--- src/rtl/instr_encoder.sv ---
// Encodes op requests into MIPS-I words queued in a DEPTH-entry FIFO.
// Optional two-word LI expansion (LUI + ORI) is enabled by defining INSTR_ENCODER_LI_EXPAND_EN.
module instr_encoder #(
  parameter int DEPTH = 4
) (
  input  logic        clk,
  input  logic        rst_n,
  input  logic        in_valid,
  output logic        in_ready,
  input  logic [4:0]  in_op,
  input  logic [4:0]  in_rs,
  input  logic [4:0]  in_rt,
  input  logic [4:0]  in_rd,
  input  logic [31:0] in_imm,
  output logic        out_valid,
  input  logic        out_ready,
  output logic [31:0] out_instr,
  output logic        err_illegal,
  output logic [15:0] word_cnt
);

  localparam int AW = (DEPTH > 1) ? $clog2(DEPTH) : 1;
  localparam int CW = AW + 1;
  localparam logic [CW-1:0] DEPTH_C = CW'(DEPTH);

`ifdef INSTR_ENCODER_LI_EXPAND_EN
  typedef enum logic {IDLE = 1'b0, LI2 = 1'b1} state_e;
`else
  typedef enum logic {IDLE = 1'b0} state_e;
`endif

  state_e        state_q, state_d;
  logic [31:0]   mem_q [DEPTH];
  logic [AW-1:0] wr_ptr_q, wr_ptr_d;
  logic [AW-1:0] rd_ptr_q, rd_ptr_d;
  logic [CW-1:0] count_q, count_d;
  logic          in_ready_q, in_ready_d;
  logic          err_q, err_d;
  logic [15:0]   word_cnt_q, word_cnt_d;

  logic          accept;
  logic          pop;
  logic          push;
  logic [31:0]   push_word;
  logic [31:0]   dec_word;
  logic          dec_legal;

`ifdef INSTR_ENCODER_LI_EXPAND_EN
  logic          dec_is_li;
  logic [4:0]    li_rt_q, li_rt_d;
  logic [15:0]   li_lo_q, li_lo_d;
`else
  logic          unused_imm_hi;
  assign unused_imm_hi = ^in_imm[31:26];
`endif

  assign accept = in_valid & in_ready_q;
  assign pop    = (count_q != '0) & out_ready;

  // Unused fields of each format are forced to their fixed constants here.
  always_comb begin
    dec_word  = '0;
    dec_legal = 1'b1;
`ifdef INSTR_ENCODER_LI_EXPAND_EN
    dec_is_li = 1'b0;
`endif
    case (in_op)
      5'd0:  dec_word = '0;
      5'd1:  dec_word = {6'b000000, in_rs, in_rt, in_rd, 5'b00000, 6'b100001};
      5'd2:  dec_word = {6'b000000, in_rs, in_rt, in_rd, 5'b00000, 6'b100011};
      5'd3:  dec_word = {6'b000000, in_rs, 15'b0, 6'b001000};
      5'd4:  dec_word = {6'b001101, in_rs, in_rt, in_imm[15:0]};
      5'd5:  dec_word = {6'b100011, in_rs, in_rt, in_imm[15:0]};
      5'd6:  dec_word = {6'b101011, in_rs, in_rt, in_imm[15:0]};
      5'd7:  dec_word = {6'b001111, 5'b00000, in_rt, in_imm[15:0]};
      5'd8:  dec_word = {6'b001010, in_rs, in_rt, in_imm[15:0]};
      5'd9:  dec_word = {6'b001011, in_rs, in_rt, in_imm[15:0]};
      5'd10: dec_word = {6'b000100, in_rs, in_rt, in_imm[15:0]};
      5'd11: dec_word = {6'b000101, in_rs, in_rt, in_imm[15:0]};
      5'd12: dec_word = {6'b000001, in_rs, 5'b00001, in_imm[15:0]};
      5'd13: dec_word = {6'b000001, in_rs, 5'b00000, in_imm[15:0]};
      5'd14: dec_word = {6'b000111, in_rs, 5'b00000, in_imm[15:0]};
      5'd15: dec_word = {6'b000110, in_rs, 5'b00000, in_imm[15:0]};
      5'd16: dec_word = {6'b000010, in_imm[25:0]};
      5'd17: dec_word = {6'b000011, in_imm[25:0]};
`ifdef INSTR_ENCODER_LI_EXPAND_EN
      5'd18: begin
        dec_word  = {6'b001111, 5'b00000, in_rt, in_imm[31:16]};
        dec_is_li = 1'b1;
      end
`endif
      default: dec_legal = 1'b0;
    endcase
  end

  always_comb begin
    state_d = state_q;
    case (state_q)
`ifdef INSTR_ENCODER_LI_EXPAND_EN
      IDLE: if (accept && dec_is_li) state_d = LI2;
      LI2:  if (count_q < DEPTH_C) state_d = IDLE;
`endif
      default: state_d = IDLE;
    endcase
  end

  // in_ready is registered from next-cycle state/count so out_ready never reaches it combinationally.
  always_comb begin
    push      = 1'b0;
    push_word = '0;
    err_d     = 1'b0;
    case (state_q)
      IDLE: begin
        push      = accept & dec_legal;
        push_word = dec_word;
        err_d     = accept & ~dec_legal;
      end
`ifdef INSTR_ENCODER_LI_EXPAND_EN
      LI2: begin
        push      = (count_q < DEPTH_C);
        push_word = {6'b001101, li_rt_q, li_rt_q, li_lo_q};
      end
`endif
      default: ;
    endcase

    count_d    = count_q + CW'(push) - CW'(pop);
    wr_ptr_d   = wr_ptr_q + AW'(push);
    rd_ptr_d   = rd_ptr_q + AW'(pop);
    word_cnt_d = word_cnt_q + 16'(pop);
    in_ready_d = (state_d == IDLE) && (count_d < DEPTH_C);

`ifdef INSTR_ENCODER_LI_EXPAND_EN
    li_rt_d = li_rt_q;
    li_lo_d = li_lo_q;
    if (accept && dec_is_li) begin
      li_rt_d = in_rt;
      li_lo_d = in_imm[15:0];
    end
`endif
  end

  always_ff @(posedge clk or negedge rst_n) begin
    if (!rst_n) begin
      state_q    <= IDLE;
      wr_ptr_q   <= '0;
      rd_ptr_q   <= '0;
      count_q    <= '0;
      in_ready_q <= 1'b0;
      err_q      <= 1'b0;
      word_cnt_q <= '0;
`ifdef INSTR_ENCODER_LI_EXPAND_EN
      li_rt_q    <= '0;
      li_lo_q    <= '0;
`endif
    end else begin
      state_q    <= state_d;
      wr_ptr_q   <= wr_ptr_d;
      rd_ptr_q   <= rd_ptr_d;
      count_q    <= count_d;
      in_ready_q <= in_ready_d;
      err_q      <= err_d;
      word_cnt_q <= word_cnt_d;
`ifdef INSTR_ENCODER_LI_EXPAND_EN
      li_rt_q    <= li_rt_d;
      li_lo_q    <= li_lo_d;
`endif
    end
  end

  // Storage needs no reset: entries are only visible while count_q covers them.
  always_ff @(posedge clk) begin
    if (push) mem_q[wr_ptr_q] <= push_word;
  end

  assign in_ready    = in_ready_q;
  assign out_valid   = (count_q != '0);
  assign out_instr   = (count_q != '0) ? mem_q[rd_ptr_q] : 32'h0;
  assign err_illegal = err_q;
  assign word_cnt    = word_cnt_q;

endmodule

--- config.mk ---
export PLATFORM = sky130hd
export DESIGN_NAME = instr_encoder
export DESIGN_NICKNAME = d
export VERILOG_FILES = /design/src/rtl/instr_encoder.sv
export SDC_FILE = /design/constraint.sdc
export NUM_CORES = 1
export LEC_CHECK = 0
export BUFFER_PORTS_ARGS = -buffer_cell sky130_fd_sc_hd__buf_2
export CAP_MARGIN = 5
export CORE_ASPECT_RATIO = 1.5
export CORE_MARGIN = 5
export CORE_UTILIZATION = 40
export CTS_BUF_LIST = sky130_fd_sc_hd__clkbuf_4
export CTS_CLUSTER_SIZE = 12
export DETAILED_ROUTE_END_ITERATION = 16
export PLACE_DENSITY = 0.66
export SYNTH_ARGS = -nofsm -noshare
export SYNTH_HDL_FRONTEND = slang
export SYNTH_SLANG_ARGS = --single-unit
--- constraint.sdc ---
create_clock -name clk -period 4.75 [get_ports clk]
set_input_delay 1.425 -clock clk [delete_from_list [all_inputs] [get_ports clk]]
set_output_delay 1.425 -clock clk [all_outputs]
set_load 0.01 [all_outputs]
==> results.md <==
- Global-route wire length before repair: 20710 um
- Hold buffer count at CTS: 0
- Clock sink count: ~150
- TritonCTS clock tree: built
- Tmin final: 3906 ps
- Sw power: roughly 1200 uW
- Total Neg Setup Slack: 0 ps
- Relative slew slack: a little over two fifths
- DRT Wirelength: ~13000 um
- Area contributors post-synth: edfxtp_1 (59%), mux4_2 (11%), dfrtp_1 (9.8%)
- Final period util: 82.23%
- Maximum fanout along the worst path: 18
- WHS Endpoint: word_cnt[15]$_DFF_PN0_
- Detail Route Antenna Nets: 0
- Htree depth: 4
- HPWL Detailed: ~8700 um
- Detailed Routing Iterations Pass 1: 5
- Fin area: around 7400 sq um
- Initial antenna violation count: 4
- RePlAce Congestion: around 0.74
- Area Overhead vs Synth: 15.73%
- Num rows: 56
- Most common cell after layout, fill and taps aside: edfxtp_1
- Fmax: 256.0 MHz
- Fraction of layout cells with a size suffix above 1: 37.63%
- Non-filler instance count after layout: between 700 and 800
- Worst Setup End Kind: output port
- Dpl cell area: between 7000 and 8000 sq um
- Cell depth of the worst setup path: 4
- Cells after Synth: 376
- Switching part of the total power: approximately a third
- Skew-Pair Late Insertion Delay: roughly 530 ps
- Top FF cell, synth: edfxtp_1
- Via Count: 3545
- Outcome: complete, no violations
- Post-synthesis cell area: around 6400 sq um
- EDFF count, synth: 124
- Critical path's largest stage delay: a little over 900 ps
- Tot GR Track Use: ~15%
- Comb pwr share: 33.2%
- Cell chain of the critical path: buf_4, mux4_2, nor2b_1, buf_2
- RR Endpoint: count_q[2]$_DFF_PN0_
- Commonest cells after routing, fill and taps aside: edfxtp_1 (124), buf_2 (99), nor2b_1 (33), mux4_2 (31), dfrtp_1 (24)
- Placed Instances: approximately 670
- Worst slew pin tran: around 840 ps
- VDD IR max: roughly 0.00025 V
- Seq/Total Area, Yosys: between 60% and 70%
- GRT overflow: 0
- Critical Path RT: around 3300 ps
- Worst hold start: word_cnt[15]$_DFF_PN0_
- Initial Utilization: 40.66%
- Post-CTS sizing: 0
- Share of power burned in registers: around 47%
- Clock group share of total power: between 10% and 20%
- RR Startpoint: count_q[1]$_DFF_PN0_
- Largest net degree at the start of global routing: 33
- FF+latch count, synth: 149
- Synth warnings: 0
- Buffers & Inverters on Critical Path: 2
- Final nets: 547
- CP Class: flip-flop to output port
- Slowest-stage cell, CP: dfrtp_1
- Fin. max-slew vios: 0
- Worst Setup Start Kind: flip-flop
- Met2 routed WL: between 7000 and 8000 um
- Core area: about 16000 sq um
- Top delay family on crit path: flip-flops
- CTS Buf Count: 17
- Synthesized net count: about 440
- Clock Tree Buf Depth: 2
- Via density: between 5 and 6
- Clock slew at reported path FFs: approximately 130 ps
- Share of flip-flops with an asynchronous set or reset: ~17%
- Final hold viol count: 0
- Post-CTS Setup Inserts: 0
- RSZ-0062 raised after global routing: no
- Total die area: around 19000 sq um
- Die X: about 110 um
- Synth area leader: edfxtp_1
- Hold Path Class: flip-flop to flip-flop
- Root buf cell: clkbuf_4
- # DRC: 0
- Total of max-cap violations: 0
- Int Pwr: 2400 uW
- I/O pin count: between 100 and 150
- Syn Area/Cell: 16.90 sq um
- Worst Reg2Reg Path Length in Cells: 11
- Clock skew: between 10 and 15 ps
- Synth top area share: between 50% and 60%
- Number of global-route vias before repair: 3943
- Final setup fails: 0
- CP arrival: approximately 2500 ps
- Die Height: around 160 um
- Post-synth cell types: 45
- Top Layer Used: met5
- Per-cell routed wire length: approximately 18 um
- Length of routed met3 wiring: 652 um
- R2R setup slack: roughly 2300 ps
- # port buffers: about 100
- Pwr Density: slightly below 500 nW/um^2
- WHS Path Cells: 1
- Leakage power: 0.002781 uW
- M1 WL: roughly 4700 um
- DR iter-0 viols: 235
[per-layer routing]
layer / GRT usage [%] / vias to the layer above
li1: - / 1669
met1: 15.29 / 1783
met2: 28.10 / 78
met3: 4.534 / 11
met4: 4.538 / 4
met5: 0 / -
[layout make-up]
class	count	area [sq um]
diodes	3	7.507
clock buffers	17	127.6
clock inverters	15	133.9
fillers	1333	8272
inverters	10	37.54
multi-input cells	199	1887
flip-flops and latches	149	4350
well taps	203	254.0
repair buffers	107	555.5
[flip-flops by register name, indices dropped and copies added, names as in the netlist]
register     flops
err_illegal      1
mem_q          124
word_cnt        16
count_q          3
wr_ptr_q         2
rd_ptr_q         2
in_ready         1
[synth_stat cells, types with 6 or more instances]
master	number
a22o_1	10
and2_1	7
buf_2	9
dfrtp_1	25
edfxtp_1	124
ha_1	6
inv_1	7
mux4_2	31
nand2_1	18
nand3_1	12
nor2_1	6
nor2b_1	33
nor3_1	7
o21ai_1	7
xnor2_1	8
xor2_1	12
[metrics by stage]
stage	util [%]	hold slack, ps	power, uW	worst slack [ps]
6_report	47.06	475.3	3622	844.2
5_1_grt	47.05	496.3	3873	693.2
4_1_cts	47.01	479.5	3688	796.6
3_5_place_dp	45.34	456.9	2979	832.2
3_3_place_gp	45.34	458.7	2941	912.0
2_1_floorplan	-	458.9	2526	40.41
[power by group through the flow]
stage	registers [uW]	clock network, uW	logic, uW
after floorplan	1710	0	818
after global placement	1720	0	1220
after detailed placement	1740	0	1240
after CTS	1710	736	1240
after global routing	1730	805	1340
final	1710	709	1200
[worst max-delay path by stage]
stage | start | to | slack (ps)
5_1_grt | rd_ptr_q[1]$_DFF_PN0_ | out_instr[18] | 690
3_3_place_gp | in_op[3] | count_q[2]$_DFF_PN0_ | 910
6_report | rd_ptr_q[1]$_DFF_PN0_ | out_instr[18] | 840
3_5_place_dp | in_op[3] | count_q[2]$_DFF_PN0_ | 830
4_1_cts | rd_ptr_q[1]$_DFF_PN0_ | out_instr[7] | 800
2_1_floorplan | in_op[1] | mem_q[1][0]$_DFFE_PP_ | 40
[cells by family (layout without fill, tap and decap cells)]
logic type	after synthesis	count (layout)	synth area share, %
AO/OA/AOI/OAI	35	35	4.135
XOR/XNOR	20	20	2.757
adder cells (fa/ha/maj)	7	7	1.497
buffers and inverters	28	149	2.186
flip-flops	149	149	68.45
multiplexers	33	33	11.30
other	1	4	0.05902
AND/OR/NAND/NOR	103	103	9.610
Note: power is estimated with default switching activity, not from simulation.
